==> src/rtl/stopwatch_pkg.sv <==
// stopwatch_pkg: shared state encodings, BCD limits and binary-to-BCD helper
package stopwatch_pkg;
  localparam logic [1:0] ST_IDLE  = 2'd0;
  localparam logic [1:0] ST_RUN   = 2'd1;
  localparam logic [1:0] ST_PAUSE = 2'd2;
  localparam logic [1:0] ST_LAP   = 2'd3;
  localparam logic [3:0] CS_MAX       = 4'd9;
  localparam logic [3:0] SEC_TENS_MAX = 4'd5;
  function automatic logic [7:0] bin2bcd2(input int unsigned v);
    return {4'(v / 10), 4'(v % 10)};
  endfunction
endpackage

==> src/rtl/bcd_digit_cnt.sv <==
// bcd_digit_cnt: one BCD digit counting 0..MAX, carry out when it rolls over
//   clk, rst (async, active-low), clr (sync clear, overrides inc), inc
//   q[3:0] digit value, carry = inc while q is at MAX
module bcd_digit_cnt
  import stopwatch_pkg::*;
#(
  parameter logic [3:0] MAX = CS_MAX
) (
  input  logic       clk,
  input  logic       rst,
  input  logic       clr,
  input  logic       inc,
  output logic [3:0] q,
  output logic       carry
);
  logic [3:0] q_q, q_d;
  assign carry = inc & (q_q == MAX);
  assign q     = q_q;
  always_comb q_d = (clr | carry) ? 4'd0 : inc ? q_q + 4'd1 : q_q;
  always_ff @(posedge clk or negedge rst)
    if (!rst) q_q <= '0;
    else      q_q <= q_d;
endmodule

==> src/rtl/stopwatch_ctrl.sv <==
// stopwatch_ctrl: start/stop/lap/clear sequencer driving a BCD MM:SS.cc counter
//   clk, rst (async, active-low), en_100hz (10 ms tick), btn_ss / btn_lc (one-cycle pulses)
//   disp_cs / disp_sec / disp_min: two BCD digits each; running, lap_active, overflow (sticky)
//   STOPWATCH_LAP_EN: enables the LAP state and snapshot; otherwise btn_lc only clears from PAUSE
module stopwatch_ctrl
  import stopwatch_pkg::*;
#(
  parameter int MIN_MAX = 59
) (
  input  logic       clk,
  input  logic       rst,
  input  logic       en_100hz,
  input  logic       btn_ss,
  input  logic       btn_lc,
  output logic [7:0] disp_cs,
  output logic [7:0] disp_sec,
  output logic [7:0] disp_min,
  output logic       running,
  output logic       lap_active,
  output logic       overflow
);
`ifdef STOPWATCH_LAP_EN
  localparam bit LAP_EN = 1'b1;
`else
  localparam bit LAP_EN = 1'b0;
`endif
  localparam logic [7:0] MIN_BCD = bin2bcd2(MIN_MAX);
  logic [1:0] state_q, state_d;
  logic ovf_q, ovf_d;
  logic [3:0] cs0, cs1, s0, s1, m0, m1;
  logic c0, c1, c2, c3, c4, unused_min_carry;
  logic tick, clear, wrap;
  logic [23:0] live;
  assign running = (state_q == ST_RUN) | (state_q == ST_LAP);
  assign tick    = en_100hz & running;
  assign clear   = (state_q == ST_PAUSE) & btn_lc & ~btn_ss;
  // Minutes digits count freely to 99; the wrap at MIN_MAX:59.99 is forced by a sync clear.
  assign wrap    = tick & (cs0 == CS_MAX) & (cs1 == CS_MAX) & (s0 == CS_MAX)
                 & (s1 == SEC_TENS_MAX) & ({m1, m0} == MIN_BCD);
  assign live    = {m1, m0, s1, s0, cs1, cs0};
  bcd_digit_cnt #(.MAX(CS_MAX))       u_cs0 (.clk(clk), .rst(rst), .clr(clear | wrap), .inc(tick), .q(cs0), .carry(c0));
  bcd_digit_cnt #(.MAX(CS_MAX))       u_cs1 (.clk(clk), .rst(rst), .clr(clear | wrap), .inc(c0),   .q(cs1), .carry(c1));
  bcd_digit_cnt #(.MAX(CS_MAX))       u_s0  (.clk(clk), .rst(rst), .clr(clear | wrap), .inc(c1),   .q(s0),  .carry(c2));
  bcd_digit_cnt #(.MAX(SEC_TENS_MAX)) u_s1  (.clk(clk), .rst(rst), .clr(clear | wrap), .inc(c2),   .q(s1),  .carry(c3));
  bcd_digit_cnt #(.MAX(CS_MAX))       u_m0  (.clk(clk), .rst(rst), .clr(clear | wrap), .inc(c3),   .q(m0),  .carry(c4));
  bcd_digit_cnt #(.MAX(CS_MAX))       u_m1  (.clk(clk), .rst(rst), .clr(clear | wrap), .inc(c4),   .q(m1),  .carry(unused_min_carry));
  // btn_ss has priority; a simultaneous btn_lc is dropped.
  always_comb begin
    state_d = state_q;
    if (btn_ss)      state_d = running ? ST_PAUSE : ST_RUN;
    else if (btn_lc) state_d = (state_q == ST_PAUSE) ? ST_IDLE :
                               (state_q == ST_LAP) ? ST_RUN :
                               (LAP_EN && state_q == ST_RUN) ? ST_LAP : state_q;
  end
  always_comb ovf_d = clear ? 1'b0 : wrap ? 1'b1 : ovf_q;
  always_ff @(posedge clk or negedge rst)
    if (!rst) begin
      state_q <= ST_IDLE;
      ovf_q   <= 1'b0;
    end else begin
      state_q <= state_d;
      ovf_q   <= ovf_d;
    end
  assign overflow = ovf_q;
`ifdef STOPWATCH_LAP_EN
  logic [23:0] snap_q, snap_d;
  // Snapshot takes the pre-increment counter value of the RUN->LAP edge.
  always_comb snap_d = (state_q == ST_RUN && state_d == ST_LAP) ? live : snap_q;
  always_ff @(posedge clk or negedge rst)
    if (!rst) snap_q <= '0;
    else      snap_q <= snap_d;
  assign lap_active = state_q == ST_LAP;
  assign {disp_min, disp_sec, disp_cs} = lap_active ? snap_q : live;
`else
  assign lap_active = 1'b0;
  assign {disp_min, disp_sec, disp_cs} = live;
`endif
endmodule

==> config.mk <==
export PLATFORM = sky130hd
export DESIGN_NAME = stopwatch_ctrl
export DESIGN_NICKNAME = d
export VERILOG_FILES = /design/src/rtl/stopwatch_pkg.sv /design/src/rtl/bcd_digit_cnt.sv /design/src/rtl/stopwatch_ctrl.sv
export SDC_FILE = /design/constraint.sdc
export NUM_CORES = 1
export LEC_CHECK = 0
export ABC_AREA = 1
export BUFFER_PORTS_ARGS = -buffer_cell sky130_fd_sc_hd__buf_2
export CAP_MARGIN = 20
export CORE_AREA = 2 2 79 43
export DETAILED_ROUTE_END_ITERATION = 12
export DIE_AREA = 0 0 81 45
export GPL_TIMING_DRIVEN = 0
export PLACE_DENSITY = 0.76
export SYNTH_ARGS = -nofsm -noshare
export SYNTH_HDL_FRONTEND = slang
export SYNTH_SLANG_ARGS = --single-unit
==> constraint.sdc <==
create_clock -name clk -period 1.9 [get_ports clk]
set_input_delay 0 -clock clk [delete_from_list [all_inputs] [get_ports clk]]
set_output_delay 0 -clock clk [all_outputs]
set_load 0.005 [all_outputs]
==> results of run 1 <==
[worst min-delay path: cells and delay by family]
family / cells / cell delay [ns]
and+or+nand+nor: 1 / 0.13
buffers and inverters: 1 / 0.10
AOI/OAI and AO/OA: 1 / 0.09
[layout make-up]
class,count,area (sq um),area share [%]
Buffer,2,11.3,0.624
Tap cell,40,50.0,2.77
Multi-Input combinational cell,121,701,38.8
Timing Repair Buffer,34,190,10.5
Sequential cell,27,676,37.4
Clock buffer,4,45.0,2.50
Inverter,35,131,7.28
[flip-flops by register name, indices dropped and copies added (netlist names)]
register / cells
overflow: 1
u_m0.q: 4
u_cs0.q: 4
state_q: 2
u_cs1.q: 4
u_s1.q: 4
u_m1.q: 4
u_s0.q: 4
[repair_timing]
item	in CTS	in global routing
hold buffers	4	0
gates resized for setup	0	1
hold endpoints to repair	29	0
setup endpoints to repair	0	4
[worst min-delay path by stage]
stage | slack (ns) | end | from
6_report | 0.09 | u_cs0.q[1] | en_100hz
5_1_grt | 0.09 | u_cs0.q[1] | en_100hz
4_1_cts | 0.09 | u_cs0.q[1] | en_100hz
3_5_place_dp | 0.04 | u_s1.q[3] | rst
3_3_place_gp | 0.04 | u_m0.q[2] | rst
2_1_floorplan | -0.30 | overflow | rst
[kinds of logic after synthesis]
group / after synthesis / synth area share [%]
buffers and inverters: 37 / 9.41
AO/OA/AOI/OAI: 25 / 8.99
adder cells (fa/ha/maj): 12 / 9.90
AND/OR/NAND/NOR: 78 / 24.0
XOR/XNOR: 5 / 2.89
other: 1 / 0.247
flip-flops: 27 / 44.6
[through the flow]
step	total power, uW	utilization, %	setup WS [ns]
final	1950	62.0	0.152
after CTS	1970	62.0	0.128
after global routing	2140	62.0	0.00988
after global placement	1600	59.0	0.244
after detailed placement	1640	59.0	0.141
after floorplan	1340	-	0.378
[cell usage in the layout (no fill, tap or decap), drive strengths merged]
cell / count
o22ai: 1
nor3: 7
buf: 31
nand4: 3
dfrtp: 27
o31ai: 4
ha: 12
inv: 35
nand3: 14
dlygate4sd3: 4
a21oi: 10
conb: 1
nand2: 32
o21ai: 10
xor2: 5
nor2: 22
clkbuf: 5
[power groups by stage]
stage                     sequential, uW  clock, uW  combinational (uW)
final                                938        310                 703
after global routing                 969        355                 815
after CTS                            937        324                 709
after detailed placement             948          0                 693
after global placement               940          0                 659
after floorplan                      941          0                 401
[layer usage]
layer  share of wire [%]  vias to the layer above  track usage (%)
met3                 4.5                        0             4.80
li1                    -                      662                -
met4                   0                        0             4.07
met2                  50                       24             29.4
met1                  46                      600             20.1
met5                   0                        -                0
==> results.yml, run 1 <==
run_status:
  outcome: "finished clean"
yosys:
  seq_area_frac_synth_pct: 44.6
  yosys_warnings: 0
  yosys.cell_count.top_type: "inv_1"
  ys.flop_type: "dfrtp_1"
  synth_cell_types: 22
  synth_cells: 185
  syn_nets: 202
  synthTopCellsByArea: "dfrtp_1, ha_1, inv_1"
  synth_area_leader_cell: "dfrtp_1"
  ys_ff_latch: 27
  syn-cell-area_sq_um: 1520
  synth_common_cells: "inv_1, nand2_1, dfrtp_1"
  avgSynthCellArea_sq_um: 8.20
  async_reset_ff_share_pct: 100
  yosysTopAreaCellShare_pct: 44.6
  synth-edff-count: 0
critical_path:
  critical_path_arrival_ns: 1.90
  slowest_delay_ns: 0.43
  critPathCapture: "u_m0.q[3]"
  reg2reg_from: "u_cs0.q[1]"
  critical_path_depth: 9
  critPathLaunchType: "flip-flop"
  cp-end-kind: "flip-flop"
  worstSetupPathType: "flip-flop to flip-flop"
  worstPathRequired_ns: 2.05
  cp_slowest_cell: "dfrtp_1"
  path_cells: "inv_1 -> ha_1 -> nand3_1 -> nor2_4 -> nand4_4 -> nor2_4 -> nor2_1 -> nand3_1 -> o21ai_1"
  critPathMaxFanout: 9
  rrSetupSlack_ns: 0.15
  rr_endpoint: "u_m0.q[3]"
  crit_family: "simple AND/OR/NAND/NOR gates"
  ff2ff_path_depth: 9
  timing.critical_path.from: "u_cs0.q[1]"
  worst-path-buf-inv: 1
place:
  dp.cells: 255
  gp_congestion: 0.834
  hpwl_microns: 2250
  placed_area_sq_um: 1720
  portBuffers: 30
floorplanning:
  rows: 14
  die_y_microns: 45
  dieWidth_microns: 81
  die_area_sq_um: 3650
  initial_core_util_pct: 52.2
  core_area_sq_um: 2910
  pin_count: 32
cts:
  htree_levels: 1
  cts_tree: "yes"
  cts_buffer_depth: 2
  cts-root-buf: "clkbuf_8"
  cts_sinks: 27
  insertion_delay_ns: 0.26
  cts.clk_slew.worst_paths_ns: 0.08
  numCtsBuffers: 3
  post_cts_buffers: 0
timing:
  hold_violations: 0
  period_share_pct: 92.0
  maxSlewViolCount: 0
  finalCriticalPeriod_ns: 1.75
  rsz0062_at_grt: "false"
  holdWs_ns: 0.0941
  report.final.setup_viol: 0
  worst_slew_pin_slew_ns: 0.570
  max_freq_mhz: 572
  max-slew-margin-rel_pct: 62.0
  clock-skew-final_ns: 0.00285
  tns_ns: 0
routing:
  drtIter0Drc: 44
  avgRoutedWirePerCell_microns: 11.1
  via_per_inst: 4.89
  postRouteAntennaNets: 0
  wirelength_microns: 2930
  vias: 1286
  dr.pass1.iters: 4
  drc: 0
finish:
  nets: 241
  syn2layout_area_growth_pct: 19.0
  drive_gt1_share_pct: 19.7
  instances_no_fill: 263
  fillers: 270
  finish.instance_area_sq_um: 1800
  antenna_cells: 0
global_routing:
  grt_pass1_wl_microns: 4450
  grt_pass1_vias: 1068
  gr-total-overflow: 0
  gr-usage-all-layers_pct: 16.5
  grt_max_degree: 28
  antenna_found_initial: 0
run:
  cap_violations: 0
power_and_ir_drop:
  vdd.ir_drop.worst_v: 0.000510
  p_int_uw: 1220
  switchingPower_uw: 730
  clock_power_share_pct: 15.9
  swShare_pct: 37.4
  comb_power_share_pct: 36.0
  powerDensity_nw_per_um2: 1080
  p_leak_uw: 0.000974
  seq_power_share_pct: 48.1
hold_path:
  whs_path_depth: 3
  hold_path.class: "input port to flip-flop"
Power figures use the tool's default switching activity.
==> run 2: changes to the inputs <==
--- a/config.mk
+++ b/config.mk
@@ -11,7 +11,6 @@
 export CORE_AREA = 2 2 79 43
 export DETAILED_ROUTE_END_ITERATION = 12
 export DIE_AREA = 0 0 81 45
-export GPL_TIMING_DRIVEN = 0
 export PLACE_DENSITY = 0.76
 export SYNTH_ARGS = -nofsm -noshare
 export SYNTH_HDL_FRONTEND = slang
==> constraint.sdc (replaced) <==
create_clock -name clk -period 1.89 [get_ports clk]
set_input_delay 0 -clock clk [delete_from_list [all_inputs] [get_ports clk]]
set_output_delay 0 -clock clk [all_outputs]
set_load 0.005 [all_outputs]
==> run 2 against run 1 <==
- maximum frequency up 1.6%
- sequential power up 0.9%
- worst setup slack improved by 0.017 ns
- utilization increased by 0.30 points
- combinational power barely moved
- first-iteration DRC count increased by 41%
- global-route usage up 1.8 points
- sequential share of layout area down 0.18 points
- final cell count decreased by 0.38%
- power grew 1.1%
- clock skew barely moved
==> results.yml, run 2 (synthesis gave the netlist of run 1 again) <==
run_status:
  outcome: "finished clean"
place:
  gp_congestion: 0.803
  portBuffers: 30
  pre_cts_ws_ns: 0.175
  dp.cells: 253
  placed_area_sq_um: 1710
  hpwl_microns: 2300
cts:
  numCtsBuffers: 3
  cts_tree: "yes"
  cts_sinks: 27
  cts_buffer_depth: 2
  insertion_delay_ns: 0.27
  cts.clk_slew.worst_paths_ns: 0.09
  htree_levels: 1
  cts-root-buf: "clkbuf_8"
global_routing:
  grt_pass1_vias: 1260
  gr-usage-all-layers_pct: 18.2
  grt_pass1_wl_microns: 5060
  antenna_found_initial: 0
  gr-total-overflow: 0
  grt_max_degree: 28
routing:
  met2_length_microns: 1490
  top_layer: "met4"
  drtIter0Drc: 62
  wl_met1_microns: 1390
  postRouteAntennaNets: 0
  met3WireLength_microns: 106
  avgRoutedWirePerCell_microns: 11.5
  drc: 0
  dr.pass1.iters: 4
  vias: 1293
  wirelength_microns: 3000
  via_per_inst: 4.94
critical_path:
  rr_endpoint: "u_m1.q[3]"
  crit_top_cell: "nand2_1"
  ff2ff_path_depth: 11
  reg2reg_from: "u_cs0.q[1]"
  critical_path_arrival_ns: 1.93
  slowest_delay_ns: 0.43
  cp-end-kind: "flip-flop"
  critPathLaunchType: "flip-flop"
  worstSetupPathType: "flip-flop to flip-flop"
  cp_slowest_cell: "dfrtp_1"
  timing.critical_path.from: "u_cs0.q[1]"
  path_cells: "inv_1 -> ha_1 -> nand3_1 -> nor2_4 -> nand4_4 -> nor2_4 -> buf_12 -> nand2_1 -> nand2_1 -> nand2_1 -> nor2_1"
  critPathMaxFanout: 7
  rrSetupSlack_ns: 0.17
  worstPathRequired_ns: 2.10
power_and_ir_drop:
  vdd.ir_drop.worst_v: 0.000630
  powerDensity_nw_per_um2: 1090
  p_leak_uw: 0.000976
timing:
  tns_ns: 0
  period_share_pct: 91.0
  rsz0062_at_grt: "false"
  max-slew-margin-rel_pct: 60.7
  clock-skew-final_ns: 0.00277
  hold_violations: 0
  finalWorstSetupSlack_ns: 0.169
  report.final.setup_viol: 0
  finalCriticalPeriod_ns: 1.72
  worst_slew_pin_slew_ns: 0.590
  max_freq_mhz: 581
  maxSlewViolCount: 0
finish:
  syn2layout_area_growth_pct: 19.6
  nets: 240
  antenna_cells: 0
  final_common_cell: "inv_1"
  final_cell_mix: "inv_1, nand2_1, buf_2"
  drive_gt1_share_pct: 19.8
  finish.instance_area_sq_um: 1810
  instances_no_fill: 262
hold_path:
  min_from: "en_100hz"
  holdPathEnd: "u_cs0.q[1]"
  whs_path_depth: 3
  hold_path.class: "input port to flip-flop"
run:
  cap_violations: 0
floorplanning:
  die_y_microns: 45
  dieWidth_microns: 81
  initial_core_util_pct: 52.2
  pin_count: 32
  rows: 14
  die_area_sq_um: 3650
  core_area_sq_um: 2910
==> run 2: cell count changes in the layout (fill, tap and decap cells not counted) <==
cell,before,now
buf_12,0,1
buf_4,1,0
clkbuf_1,2,1
==> run 2: routing by layer <==
metal,vias up,track usage (%)
met5,-,0
met4,0,3.39
met3,2,4.20
met2,18,34.4
met1,617,22.0
li1,656,-
==> run 2: timing repair <==
action                                  4_1_cts  5_1_grt
resized for setup                             0        1
hold endpoints to repair                     29        0
endpoints found under the setup margin        0        5
hold buffers                                  4        0
buffers inserted                              0        1
==> run 2: area by class of cell <==
cell class | count | area [sq um]
Multi-Input combinational cell | 121 | 701
Timing Repair Buffer | 35 | 210
Clock buffer | 4 | 45.0
Tap cell | 40 | 50.0
Sequential cell | 27 | 676
Inverter | 35 | 131
Fill cell | 248 | 1090
==> run 2: stage by stage <==
stage          power (uW)  hold WS, ns  util, %
3_5_place_dp         1660       0.0444     58.6
6_report             1970       0.0885     62.3
3_3_place_gp         1610       0.0392     58.6
5_1_grt              2150       0.0979     62.3
2_1_floorplan        1350       -0.296        -
4_1_cts              1990       0.0792     61.6
==> run 2: worst max path at each step <==
stage          slack [ns]        end
2_1_floorplan        0.37  u_m0.q[3]
3_3_place_gp         0.23  u_m0.q[3]
3_5_place_dp         0.17  u_m0.q[3]
4_1_cts              0.16  u_m0.q[3]
5_1_grt              0.02  u_m1.q[2]
6_report             0.17  u_m1.q[3]
==> run 2: power by group <==
part / internal (uW) / switching, uW / leakage (uW)
clock network: 151 / 169 / 0.0000228
logic: 317 / 389 / 0.000599
registers: 757 / 189 / 0.000354
==> run 2: worst max-delay path, delay by kind of cell (launching register included) <==
family        cells  cell delay (ns)
buf+inv           2             0.21
flops             1             0.43
simple gates      8             0.90
fa+ha+maj         1             0.13
